--- config.mk ---
export PLATFORM = sky130hd
export DESIGN_NAME = neck_diff_gen
export DESIGN_NICKNAME = d
export VERILOG_FILES = /design/src/rtl/neck_pkg.sv /design/src/rtl/lag_diff.sv /design/src/rtl/neck_diff_gen.sv
export SDC_FILE = /design/constraint.sdc
export NUM_CORES = 1
export LEC_CHECK = 0
export BUFFER_PORTS_ARGS = -buffer_cell sky130_fd_sc_hd__buf_2
export CELL_PAD_IN_SITES_DETAIL_PLACEMENT = 2
export CELL_PAD_IN_SITES_GLOBAL_PLACEMENT = 2
export CORE_UTILIZATION = 47
export DETAILED_ROUTE_END_ITERATION = 8
export MAX_ROUTING_LAYER = met4
export PLACE_DENSITY = 0.85
export REMOVE_ABC_BUFFERS = 1
export SKIP_CTS_REPAIR_TIMING = 1
export SLEW_MARGIN = 30
export SYNTH_ARGS = -nofsm -noshare
export SYNTH_HDL_FRONTEND = slang
export SYNTH_SLANG_ARGS = --single-unit
--- constraint.sdc ---
create_clock -name clk -period 9.73 [get_ports clk]
set_input_delay 0.973 -clock clk [delete_from_list [all_inputs] [get_ports clk]]
set_output_delay 0.973 -clock clk [all_outputs]
set_load 0.01 [all_outputs]
--- src/rtl/neck_pkg.sv ---
// Shared widths, saturation limits and the 14-to-13-bit saturation helper
// for the neck-detection difference generator.
package neck_pkg;

  localparam int DATA_W  = 13;
  localparam int ADC_W   = 12;
  localparam int SAT_MAX = 4095;
  localparam int SAT_MIN = -4096;

  typedef logic signed [DATA_W-1:0] sample_t;

  // Clamp a 14-bit signed difference into the 13-bit judge range.
  function automatic sample_t sat13(input logic signed [DATA_W:0] v);
    if (v > 14'sd4095) begin
      return 13'sd4095;
    end else if (v < -14'sd4096) begin
      return 13'sh1000;
    end else begin
      return sample_t'(v[DATA_W-1:0]);
    end
  endfunction

endpackage

--- src/rtl/lag_diff.sv ---
// LAG-deep history ring for one derivative order: diff_o = x_i - x[n-LAG],
// saturated. Combinational through, history written on valid_i.
module lag_diff
  import neck_pkg::*;
#(
  parameter int LAG = 8
) (
  input  logic    clk,
  input  logic    rst,
  input  logic    valid_i,
  input  sample_t x_i,
  output sample_t diff_o,
  output logic    valid_o
);

  localparam int PTR_W = (LAG > 1) ? $clog2(LAG) : 1;

  sample_t                ring_q [LAG];
  logic    [PTR_W-1:0]    ptr_q;
  logic    [PTR_W-1:0]    ptr_d;
  logic signed [DATA_W:0] wide_s;

  always_comb begin
    wide_s  = {x_i[DATA_W-1], x_i} - {ring_q[ptr_q][DATA_W-1], ring_q[ptr_q]};
    diff_o  = sat13(wide_s);
    valid_o = valid_i;
    if (ptr_q == PTR_W'(LAG - 1)) begin
      ptr_d = '0;
    end else begin
      ptr_d = ptr_q + PTR_W'(1);
    end
  end

  always_ff @(posedge clk) begin
    if (rst) begin
      ptr_q <= '0;
      for (int i = 0; i < LAG; i++) ring_q[i] <= '0;
    end else if (valid_i) begin
      ring_q[ptr_q] <= x_i;
      ptr_q         <= ptr_d;
    end
  end

endmodule

--- src/rtl/neck_diff_gen.sv ---
// Decimate, smooth and difference ADC samples for the neck judge (3-cycle latency).
// Build option NECK_DIFF_AVG_EN enables the 2^AVG_LOG2 moving average.
module neck_diff_gen
  import neck_pkg::*;
#(
  parameter int DECIM    = 10,
  parameter int AVG_LOG2 = 2,
  parameter int LAG      = 8
) (
  input  logic             clk,
  input  logic             rst,
  input  logic             adc_valid,
  input  logic [ADC_W-1:0] adc_raw,
  output sample_t          adc_data,
  output sample_t          first_order_data,
  output sample_t          second_order_data,
  output sample_t          third_order_data,
  output logic             en_judge,
  output logic             primed
);

  localparam int DCNT_W = (DECIM > 1) ? $clog2(DECIM) : 1;
`ifdef NECK_DIFF_AVG_EN
  localparam int WARM = (1 << AVG_LOG2) + 3 * LAG;
`else
  localparam int WARM = 3 * LAG;
`endif
  localparam int WCNT_W = $clog2(WARM + 1);

  logic [DCNT_W-1:0] dcnt_q, dcnt_d;
  logic [WCNT_W-1:0] wcnt_q, wcnt_d;
  logic              taken_s;
  logic              elig_s;
  logic [ADC_W-1:0]  avg_s;

  logic    s1_valid_q, s1_elig_q, s2_valid_q, s2_elig_q;
  sample_t s1_avg_q, s2_avg_q, s2_d1_q;
  sample_t d1_s, d2_s, d3_s;
  logic    d1_valid_s, d2_valid_s, d3_valid_s;
  logic    primed_q, en_q;
  sample_t adc_q, d1_q, d2_q, d3_q;

  // A sample is eligible to strobe once it, counted itself, completes warm-up.
  always_comb begin
    dcnt_d  = dcnt_q;
    taken_s = 1'b0;
    if (adc_valid) begin
      if (dcnt_q == DCNT_W'(DECIM - 1)) begin
        dcnt_d  = '0;
        taken_s = 1'b1;
      end else begin
        dcnt_d = dcnt_q + DCNT_W'(1);
      end
    end else begin
      dcnt_d = dcnt_q;
    end
    if (taken_s && (wcnt_q != WCNT_W'(WARM))) begin
      wcnt_d = wcnt_q + WCNT_W'(1);
    end else begin
      wcnt_d = wcnt_q;
    end
    elig_s = (wcnt_d == WCNT_W'(WARM));
  end

`ifdef NECK_DIFF_AVG_EN
  localparam int AVG_N = 1 << AVG_LOG2;
  localparam int SUM_W = ADC_W + AVG_LOG2;

  logic [ADC_W-1:0] shreg_q [AVG_N];
  logic [SUM_W-1:0] sum_q, sum_d;

  // Running sum stays exact: it always equals the sum of the shift register.
  always_comb begin
    sum_d = sum_q + SUM_W'(adc_raw) - SUM_W'(shreg_q[AVG_N-1]);
    avg_s = ADC_W'(sum_d >> AVG_LOG2);
  end

  always_ff @(posedge clk) begin
    if (rst) begin
      sum_q <= '0;
      for (int i = 0; i < AVG_N; i++) shreg_q[i] <= '0;
    end else if (taken_s) begin
      sum_q      <= sum_d;
      shreg_q[0] <= adc_raw;
      for (int i = 1; i < AVG_N; i++) shreg_q[i] <= shreg_q[i-1];
    end
  end
`else
  always_comb avg_s = adc_raw;
`endif

  lag_diff #(.LAG(LAG)) u_d1 (
    .clk(clk), .rst(rst), .valid_i(s1_valid_q), .x_i(s1_avg_q),
    .diff_o(d1_s), .valid_o(d1_valid_s)
  );

  lag_diff #(.LAG(LAG)) u_d2 (
    .clk(clk), .rst(rst), .valid_i(s2_valid_q), .x_i(s2_d1_q),
    .diff_o(d2_s), .valid_o(d2_valid_s)
  );

  lag_diff #(.LAG(LAG)) u_d3 (
    .clk(clk), .rst(rst), .valid_i(d2_valid_s), .x_i(d2_s),
    .diff_o(d3_s), .valid_o(d3_valid_s)
  );

  // Three-stage pipeline: avg, d1, then d2/d3 into the output registers.
  always_ff @(posedge clk) begin
    if (rst) begin
      dcnt_q     <= '0;
      wcnt_q     <= '0;
      primed_q   <= 1'b0;
      s1_valid_q <= 1'b0;
      s1_elig_q  <= 1'b0;
      s1_avg_q   <= '0;
      s2_valid_q <= 1'b0;
      s2_elig_q  <= 1'b0;
      s2_avg_q   <= '0;
      s2_d1_q    <= '0;
      en_q       <= 1'b0;
      adc_q      <= '0;
      d1_q       <= '0;
      d2_q       <= '0;
      d3_q       <= '0;
    end else begin
      dcnt_q     <= dcnt_d;
      wcnt_q     <= wcnt_d;
      primed_q   <= (wcnt_d == WCNT_W'(WARM));
      s1_valid_q <= taken_s;
      if (taken_s) begin
        s1_avg_q  <= sample_t'({1'b0, avg_s});
        s1_elig_q <= elig_s;
      end
      s2_valid_q <= d1_valid_s;
      if (d1_valid_s) begin
        s2_avg_q  <= s1_avg_q;
        s2_d1_q   <= d1_s;
        s2_elig_q <= s1_elig_q;
      end
      en_q <= d3_valid_s & s2_elig_q;
      if (d3_valid_s) begin
        adc_q <= s2_avg_q;
        d1_q  <= s2_d1_q;
        d2_q  <= d2_s;
        d3_q  <= d3_s;
      end
    end
  end

  assign adc_data          = adc_q;
  assign first_order_data  = d1_q;
  assign second_order_data = d2_q;
  assign third_order_data  = d3_q;
  assign en_judge          = en_q;
  assign primed            = primed_q;

endmodule

==> results of run 1 <==
state kept, by name (all words and copies together) (netlist names), 12 cells and up, named ones only:
signal / count
u_d2.ring_q: 104
u_d3.ring_q: 104
u_d1.ring_q: 96
first_order_data: 13
s2_d1_q: 13
second_order_data: 13
third_order_data: 13
adc_data: 12
s1_avg_q: 12
s2_avg_q: 12
through the flow:
stage	util [%]	setup WS (ns)	hold WS [ns]
floorplan	-	3.05	0.408
global placement	49.8	2.44	0.448
detailed placement	49.8	1.62	0.465
CTS	53.5	1.31	0.480
global route	53.5	1.31	0.496
finish	53.5	1.68	0.476
Yosys cell counts (37+ instances only):
master / n / area [sq um]
a21oi_1: 62 / 310
dfxtp_1: 121 / 2420
mux4_2: 76 / 1710
o21ai_0: 37 / 185
nor3_1: 37 / 185
clkbuf_1: 79 / 297
mux2i_1: 82 / 821
ha_1: 46 / 576
and2_1: 179 / 1120
nor2_1: 247 / 927
nand2_1: 74 / 278
edfxtp_1: 304 / 9130
inv_1: 41 / 154
where the power goes:
part | leakage, nW | internal (mW) | total (mW) | switching (mW)
clock | 0.763 | 1.04 | 1.83 | 0.784
sequential | 4.11 | 1.98 | 1.99 | 0.0187
combinational | 3.49 | 0.0649 | 0.218 | 0.153
how the worst min path moves through the flow:
| stage | endpoint | depth (start not counted) | start | slack [ns] |
|---|---|---|---|---|
| final | third_order_data[3]$_SDFFE_PP0P_ | 1 | third_order_data[3]$_SDFFE_PP0P_ | 0.48 |
| after global routing | third_order_data[3]$_SDFFE_PP0P_ | 1 | third_order_data[3]$_SDFFE_PP0P_ | 0.50 |
| after CTS | third_order_data[3]$_SDFFE_PP0P_ | 1 | third_order_data[3]$_SDFFE_PP0P_ | 0.48 |
| after detailed placement | third_order_data[3]$_SDFFE_PP0P_ | 1 | third_order_data[3]$_SDFFE_PP0P_ | 0.47 |
| after global placement | third_order_data[9]$_SDFFE_PP0P_ | 1 | third_order_data[9]$_SDFFE_PP0P_ | 0.45 |
| after floorplan | en_judge$_SDFF_PP0_ | 2 | s2_elig_q$_SDFFE_PP0P_ | 0.41 |
cell type report:
class	count	area share, %
multi-input cells	1089	35.8
flip-flops and latches	425	51.3
clock buffers	69	6.13
inverters	45	0.749
repair buffers	92	2.33
well taps	539	2.99
clock inverters	19	0.699
logic make-up after synthesis:
| group | share of synthesized area (%) |
|---|---|
| adders and majority gates | 3.32 |
| buffers and inverters | 2.72 |
| xor gates and xnor gates | 1.52 |
| DFF | 57.3 |
| muxes | 12.8 |
| and+or+nand+nor | 16.1 |
| other | 0.0186 |
| AOI/OAI and AO/OA | 6.13 |
per-layer routing:
| metal | part of all wire [%] | vias to the layer above |
|---|---|---|
| li1 | - | 6069 |
| met1 | 38 | 7405 |
| met2 | 53 | 512 |
| met3 | 4.5 | 191 |
| met4 | 4.5 | 0 |
| met5 | 0 | - |
==> results.json, run 1 <==
{
  "rsz0062_at_grt": "no",
  "hold_viol": 0,
  "clk_latency_ns": 0.61,
  "path_cells": "mux4_2, mux2i_1, ha_1, a21oi_1, o21ai_0, a21oi_1, a21oi_2, mux2_2, nor2_1, inv_1, ha_1, nand2_1, o21ai_0, nor2b_1, a2111oi_0, nand4bb_1, a31oi_4, xnor2_2, nor2_1, o211a_1, nor3_1",
  "synth.avg_cell_area_sq_um": 12.2,
  "hold_class": "reg2reg",
  "ff2ff_path_depth": 21,
  "coreArea_sq_mm": 0.0421,
  "timing.critical_path.buf_inv": 1,
  "irDropWorstVdd_mv": 0.131,
  "r2r_end": "third_order_data[11]$_SDFFE_PP0P_",
  "cts.sinks": 425,
  "grt_pass1_vias": 16000,
  "finalMaxSlewViolations": 0,
  "ys_warn_count": 0,
  "met1_usage_pct": 37.0,
  "worst_pin_slew_ns": 0.999,
  "drt_first_pass_iters": 5,
  "max_freq_mhz": 124,
  "min_period_over_period_pct": 82.8,
  "cpLargestDelayFamily": "compound AO/OA/AOI/OAI gates",
  "num-nets-final": 1764,
  "synth-seq-area-share_pct": 57.3,
  "crit_path_end": "third_order_data[11]$_SDFFE_PP0P_",
  "grt.busiest_layer": "met2",
  "setup_viol": 0,
  "yosys_register_bits": 425,
  "finalClockSkew_ns": 0.0239,
  "cts_root_buf": "clkbuf_16",
  "synth-async-reset-ratio_pct": 0,
  "total_power_mw": 4.04,
  "tns_ns": 0,
  "critPathLaunchType": "flip-flop",
  "cpPeakStageDelay_ns": 0.77,
  "io_buffers": 67,
  "use_met3_pct": 4.46,
  "endpoint_kind": "flip-flop",
  "gp_congestion": 0.876,
  "max_cap_viol_count": 0,
  "grt_pass1_wl_microns": 104000,
  "drtAntennaViolNets": 0,
  "vias": 14200,
  "drive_above_1_share_pct": 16.6,
  "drc": 0,
  "crit_path_max_fanout": 26,
  "cts_made_buffers": 47,
  "grt_usage_pct": 33.3,
  "fin_crit_ns": 8.05,
  "grt_overflow_total": 0,
  "via_per_inst": 6.22,
  "criticalPathCategory": "reg2reg",
  "yosysUniqueCellTypes": 75,
  "initialDrtViolationCount": 1027,
  "critical-path-slowest-cell": "nor2_1",
  "final_common_cell": "edfxtp_1",
  "synth_edf_count": 304,
  "fillerInstances": 3939,
  "multi_input_area_sq_mm": 0.00809,
  "dp.cells": 2190,
  "initial_utilization_pct": 47.8,
  "die_w_microns": 209,
  "grt_max_degree": 62,
  "r2r_slack_ns": 1.68,
  "syn_area_sq_mm": 0.0202,
  "cp.required_ns": 10.21,
  "clkTransAtPathRegs_ns": 0.08,
  "dp_hpwl_microns": 43900,
  "wirelength_microns": 69500,
  "rows": 75,
  "n_antenna_cell": 0,
  "power-per-cell-area_mw_per_mm2": 179,
  "dpl_cell_area_sq_mm": 0.0210,
  "slew_headroom_pct": 33.4,
  "layout_common_cells": "edfxtp_1, nor2_1, and2_1, dfxtp_1, mux2i_1",
  "area_growth_pct": 11.9,
  "antenna_found_initial": 0,
  "wl_per_cell_microns": 30.5,
  "fin_cells": 2278,
  "clock_path_buffers": 3,
  "cts_tree": "yes",
  "cts_htree_levels": 2,
  "register_area_sq_mm": 0.0116,
  "crit_cells": 21,
  "synth_top_flop_cell": "edfxtp_1",
  "met2_usage_pct": 59.0,
  "fp.dieArea_sq_mm": 0.0437,
  "p_leak_nw": 8.37,
  "ios": 69,
  "die_h_microns": 209,
  "status": "completed",
  "synthCells": 1655,
  "final_area_sq_mm": 0.0226,
  "crit_arrival_ns": 8.54
}
Note: power is estimated with default switching activity, not from simulation.
==> run 2, diff against run 1 <==
--- a/config.mk
+++ b/config.mk
@@ -8,10 +8,10 @@
 export BUFFER_PORTS_ARGS = -buffer_cell sky130_fd_sc_hd__buf_2
 export CELL_PAD_IN_SITES_DETAIL_PLACEMENT = 2
 export CELL_PAD_IN_SITES_GLOBAL_PLACEMENT = 2
-export CORE_UTILIZATION = 47
+export CORE_UTILIZATION = 39
 export DETAILED_ROUTE_END_ITERATION = 8
 export MAX_ROUTING_LAYER = met4
-export PLACE_DENSITY = 0.85
+export PLACE_DENSITY = 0.76
 export REMOVE_ABC_BUFFERS = 1
 export SKIP_CTS_REPAIR_TIMING = 1
 export SLEW_MARGIN = 30
==> constraint.sdc (replaced) <==
create_clock -name clk -period 6.5 [get_ports clk]
set_input_delay 0.65 -clock clk [delete_from_list [all_inputs] [get_ports clk]]
set_output_delay 0.65 -clock clk [all_outputs]
set_load 0.01 [all_outputs]
==> run 2 against run 1 <==
Effect of this change: combinational power rose by 40%; final cell count increased by 6.5%; non-clock buffer count increased by 14; total power grew 47%; wire length shrank 12%; clock-buffer cell count shrank 8; sequential power up 50%; sequential share of layout area down 0.68 points; clock skew fell by 0.0045 ns; first-iteration DRC count decreased by 3.4%; hold slack lost 0.18 ns; largest power group unchanged.
==> results.json, run 2 (synthesized netlist as in run 1, its figures left out) <==
{
  "drc": 0,
  "clk_latency_ns": 0.59,
  "critPathLaunchType": "flip-flop",
  "power-per-cell-area_mw_per_mm2": 261,
  "cts.sinks": 425,
  "num-nets-final": 1779,
  "cpPeakStageDelay_ns": 0.54,
  "min_period_over_period_pct": 93.3,
  "status": "completed",
  "grt_overflow_total": 0,
  "path_cells": "buf_12, mux4_2, mux2i_1, ha_1, nor2b_2, o2111ai_2, a2111o_1, a21oi_2, nor2_1, o31ai_1, buf_4, ha_1, fa_1, o21ai_0, nor2b_1, a2111oi_2, nand4bb_1, a31oi_4, xnor2_2, nor2_2, o211a_1, nor3_1",
  "grt_usage_pct": 24.3,
  "p_leak_nw": 8.44,
  "slew_headroom_pct": 32.3,
  "crit_path_max_fanout": 17,
  "timing.final.ws_setup_ns": 0.437,
  "die_h_microns": 229,
  "cpLargestDelayFamily": "compound AO/OA/AOI/OAI gates",
  "endpoint_kind": "flip-flop",
  "cts_htree_levels": 2,
  "ios": 69,
  "worst_pin_slew_ns": 1.01,
  "rows": 82,
  "grt_pass1_vias": 15000,
  "hold_class": "in2reg",
  "max_freq_mhz": 165,
  "finalClockSkew_ns": 0.0195,
  "criticalPathCategory": "reg2reg",
  "fin_crit_ns": 6.06,
  "vias": 13400,
  "initial_utilization_pct": 39.9,
  "crit_arrival_ns": 6.57,
  "wirelength_microns": 61000,
  "cts_root_buf": "clkbuf_16",
  "max_cap_viol_count": 0,
  "drive_above_1_share_pct": 17.7,
  "layout_common_cells": "edfxtp_1, nor2_1, and2_1, dfxtp_1, mux2i_1",
  "coreArea_sq_mm": 0.0506,
  "wl_per_cell_microns": 25.1,
  "hold_viol": 0,
  "irDropWorstVdd_mv": 0.172,
  "top_regs": "u_d2.ring_q: 104 flops, u_d3.ring_q: 104 flops, u_d1.ring_q: 96 flops",
  "tns_ns": 0,
  "via_per_inst": 5.52,
  "critical-path-slowest-cell": "mux4_2",
  "drtAntennaViolNets": 0,
  "place_ws_ns": -0.197,
  "final_common_cell": "edfxtp_1",
  "fp.dieArea_sq_mm": 0.0526,
  "setup_viol": 0,
  "n_antenna_cell": 0,
  "grt_max_degree": 54,
  "drt_first_pass_iters": 5,
  "r2r_slack_ns": 0.44,
  "area_growth_pct": 13.4,
  "clkTransAtPathRegs_ns": 0.06,
  "die_w_microns": 229,
  "grt_pass1_wl_microns": 93600,
  "cts_made_buffers": 48,
  "io_buffers": 67,
  "timing.critical_path.buf_inv": 2,
  "gp_congestion": 0.841,
  "initialDrtViolationCount": 992,
  "cp.required_ns": 7.01,
  "clock_path_buffers": 3,
  "path_common_cell": "ha_1",
  "antenna_found_initial": 0,
  "cts_tree": "yes",
  "finalMaxSlewViolations": 0,
  "dp_hpwl_microns": 42200
}
-- run 2: changes by cell type in the layout (fill, tap and decap cells not counted), sizes merged --
| cell | before | now |
|---|---|---|
| buf | 92 | 106 |
| clkinv | 20 | 25 |
| clkinvlp | 0 | 1 |
| inv | 42 | 44 |
| bufinv | 2 | 3 |
| clkbuf | 69 | 61 |
-- run 2: metal layers --
layer / GRT usage, % / vias up / wire length (microns)
met2: 42.8 / 298 / 31900
met3: 3.24 / 95 / 2280
met1: 28.8 / 6906 / 25200
met5: - / - / 0
met4: 7.48 / 0 / 1600
li1: - / 6085 / -
-- run 2: path summary, 6_finish.rpt --
kind | startpoint | end | cells past startpoint
setup / recovery | flip-flop | third_order_data[11]$_SDFFE_PP0P_ | 22
hold / removal | adc_raw[7] | s1_avg_q[7]$_SDFFE_PP0P_ | 3
setup reg to reg | flip-flop | third_order_data[11]$_SDFFE_PP0P_ | 22
hold reg to reg | third_order_data[3]$_SDFFE_PP0P_ | third_order_data[3]$_SDFFE_PP0P_ | 1
-- run 2: cell type report --
| class | instances | area [sq um] |
|---|---|---|
| repair buffers | 106 | 643 |
| well taps | 672 | 841 |
| clock buffers | 61 | 1280 |
| fillers | 4989 | 27700 |
| multi-input cells | 1089 | 8120 |
| flip-flops and latches | 425 | 11600 |
| inverters | 45 | 169 |
| clock inverters | 28 | 235 |
-- run 2: worst reg2reg max path, stage by stage, from the launching register on --
cell	delay (ns)
dfxtp_4	0.48
buf_12	0.23
mux4_2	0.55
mux2i_1	0.29
ha_1	0.18
nor2b_2	0.20
o2111ai_2	0.22
a2111o_1	0.54
a21oi_2	0.31
nor2_1	0.08
o31ai_1	0.23
buf_4	0.24
ha_1	0.21
fa_1	0.23
o21ai_0	0.12
nor2b_1	0.17
a2111oi_2	0.40
nand4bb_1	0.27
a31oi_4	0.23
xnor2_2	0.25
nor2_2	0.16
o211a_1	0.24
nor3_1	0.17
-- run 2: through the flow --
stage	cells	hold WS (ns)	instance area, sq um	util [%]	total power [mW]
final	2426	0.296	22900	45.2	5.95
after global routing	2426	0.289	22900	45.2	6.12
after CTS	2426	0.268	22800	45.1	6.01
after detailed placement	2337	0.445	21300	42.1	3.34
after global placement	2337	0.440	21300	42.1	3.32
after floorplan	1559	0.408	19800	-	3.21
-- run 2: report_power, final --
group / switching, mW / total, mW / internal [mW]
sequential: 0.0265 / 2.99 / 2.96
clock: 1.15 / 2.66 / 1.52
combinational: 0.204 / 0.306 / 0.102
total: 1.38 / 5.95 / 4.58
==> run 3, diff against run 2 <==
--- a/config.mk
+++ b/config.mk
@@ -10,6 +10,7 @@
 export CELL_PAD_IN_SITES_GLOBAL_PLACEMENT = 2
 export CORE_UTILIZATION = 39
 export DETAILED_ROUTE_END_ITERATION = 8
+export HOLD_SLACK_MARGIN = 0.08
 export MAX_ROUTING_LAYER = met4
 export PLACE_DENSITY = 0.76
 export REMOVE_ABC_BUFFERS = 1
==> constraint.sdc (replaced) <==
create_clock -name clk -period 5.4 [get_ports clk]
set_input_delay 0.54 -clock clk [delete_from_list [all_inputs] [get_ports clk]]
set_output_delay 0.54 -clock clk [all_outputs]
set_load 0.01 [all_outputs]
==> run 3 against run 2 <==
Effect of this change: the run now ends with setup timing left; die area unchanged; flip-flop and latch count unchanged; non-clock buffer count up 116; clock skew up 0.0068 ns; register-to-register slack worse by 0.79 ns; largest power group unchanged; clock power up 23%; first-iteration DRC count down 5.8%.
==> results.json, run 3 (synthesized netlist as in run 1, its figures left out) <==
{
  "gp_congestion": 0.889,
  "cp.required_ns": 5.94,
  "vias": 14300,
  "p_leak_nw": 9.12,
  "drc": 0,
  "max_freq_mhz": 174,
  "final_area_sq_mm": 0.0244,
  "dp_hpwl_microns": 45500,
  "n_antenna_cell": 0,
  "crit_arrival_ns": 6.30,
  "clk_latency_ns": 0.61,
  "ios": 69,
  "crit_path_max_fanout": 6,
  "drt_first_pass_iters": 5,
  "clkTransAtPathRegs_ns": 0.06,
  "top_regs": "u_d2.ring_q: 104 flops, u_d3.ring_q: 104 flops, u_d1.ring_q: 96 flops",
  "cts_tree": "yes",
  "hold_class": "in2reg",
  "timing.final.ws_setup_ns": -0.354,
  "finalMaxSlewViolations": 0,
  "grt_max_degree": 48,
  "min_period_over_period_pct": 107,
  "endpoint_kind": "flip-flop",
  "fin_cells": 2542,
  "worst_pin_slew_ns": 1.06,
  "io_buffers": 67,
  "fin_crit_ns": 5.75,
  "rows": 82,
  "setup_viol": 13,
  "drtAntennaViolNets": 0,
  "final_common_cell": "edfxtp_1",
  "max_cap_viol_count": 0,
  "antenna_found_initial": 0,
  "via_per_inst": 5.63,
  "power-per-cell-area_mw_per_mm2": 303,
  "num-nets-final": 1895,
  "critPathLaunchType": "flip-flop",
  "hold_viol": 0,
  "tns_ns": -3.57,
  "cts_made_buffers": 48,
  "cts_root_buf": "clkbuf_16",
  "register_area_sq_mm": 0.0116,
  "fillerInstances": 4906,
  "grt_pass1_vias": 15800,
  "dp.cells": 2425,
  "wl_per_cell_microns": 27.4,
  "cts_htree_levels": 2,
  "violations": "setup timing",
  "multi_input_area_sq_mm": 0.00865,
  "coreArea_sq_mm": 0.0506,
  "grt_overflow_total": 0,
  "slew_headroom_pct": 29.5,
  "grt_usage_pct": 25.4,
  "criticalPathCategory": "reg2reg",
  "layout_common_cells": "edfxtp_1, nor2_1, and2_1, buf_4, dfxtp_1",
  "die_w_microns": 229,
  "initialDrtViolationCount": 934,
  "dpl_cell_area_sq_mm": 0.0220,
  "irDropWorstVdd_mv": 0.237,
  "wirelength_microns": 69700,
  "status": "finished, violations left",
  "cts.sinks": 425,
  "initial_utilization_pct": 39.9,
  "rsz0062_at_grt": "yes",
  "die_h_microns": 229,
  "area_growth_pct": 20.9,
  "clock_path_buffers": 3,
  "drive_above_1_share_pct": 26.1,
  "grt_pass1_wl_microns": 97700,
  "fp.dieArea_sq_mm": 0.0526,
  "finalClockSkew_ns": 0.0263,
  "hp-start": "adc_raw[10]"
}
-- run 3: worst paths after layout --
path,to,slack (ns),cells past startpoint
max,third_order_data[5]$_SDFFE_PP0P_,-0.35,25
min,s1_avg_q[10]$_SDFFE_PP0P_,0.18,3
max reg2reg,third_order_data[5]$_SDFFE_PP0P_,-0.35,25
min reg2reg,third_order_data[8]$_SDFFE_PP0P_,0.46,2
-- run 3: stage by stage --
| stage | hold WS (ns) | setup WS, ns | util, % | total power [mW] |
|---|---|---|---|---|
| 2_1_floorplan | 0.408 | -1.28 | - | 3.87 |
| 3_3_place_gp | 0.436 | -0.300 | 43.4 | 4.04 |
| 3_5_place_dp | 0.450 | -0.568 | 43.4 | 4.07 |
| 4_1_cts | 0.147 | -0.675 | 46.5 | 7.30 |
| 5_1_grt | 0.163 | -0.525 | 48.2 | 7.56 |
| 6_report | 0.179 | -0.354 | 48.2 | 7.37 |
-- run 3: area by class of cell --
| type | instances | share of cell area (%) |
|---|---|---|
| clock inverter | 23 | 0.924 |
| multi-input combinational | 1089 | 35.5 |
| inverter | 45 | 0.703 |
| sequential | 425 | 47.4 |
| timing repair buffer | 222 | 6.62 |
| tap | 672 | 3.45 |
| clock buffer | 66 | 5.37 |
-- run 3: worst max-delay path: stages, from the launching register on --
cell	delay [ns]
dfxtp_4	0.44
buf_12	0.13
clkbuf_16	0.14
mux4_2	0.52
mux2i_2	0.24
ha_1	0.35
a21oi_1	0.22
o21ai_0	0.17
a211oi_2	0.28
buf_4	0.18
nor3_4	0.06
buf_6	0.15
buf_4	0.13
o31ai_4	0.29
ha_2	0.28
fa_2	0.25
o21ai_2	0.08
nor2b_4	0.14
a2111oi_4	0.37
nand4bb_4	0.19
a31oi_4	0.27
xnor2_2	0.17
buf_6	0.18
nand2_4	0.08
a211o_1	0.29
nand2_1	0.09
-- run 3: power breakdown --
| group | internal [mW] | leakage (nW) | switching, mW |
|---|---|---|---|
| logic | 0.194 | 4.25 | 0.305 |
| clock network | 1.85 | 0.751 | 1.43 |
| registers | 3.56 | 4.11 | 0.0338 |
-- run 3: routing by layer --
layer / track usage (%) / routed length, microns / up-vias
met1: 29.4 / 28100 / 7505
met4: 6.31 / 1330 / 0
li1: - / - / 6320
met5: - / 0 / -
met3: 4.46 / 3440 / 95
met2: 45.4 / 36800 / 391
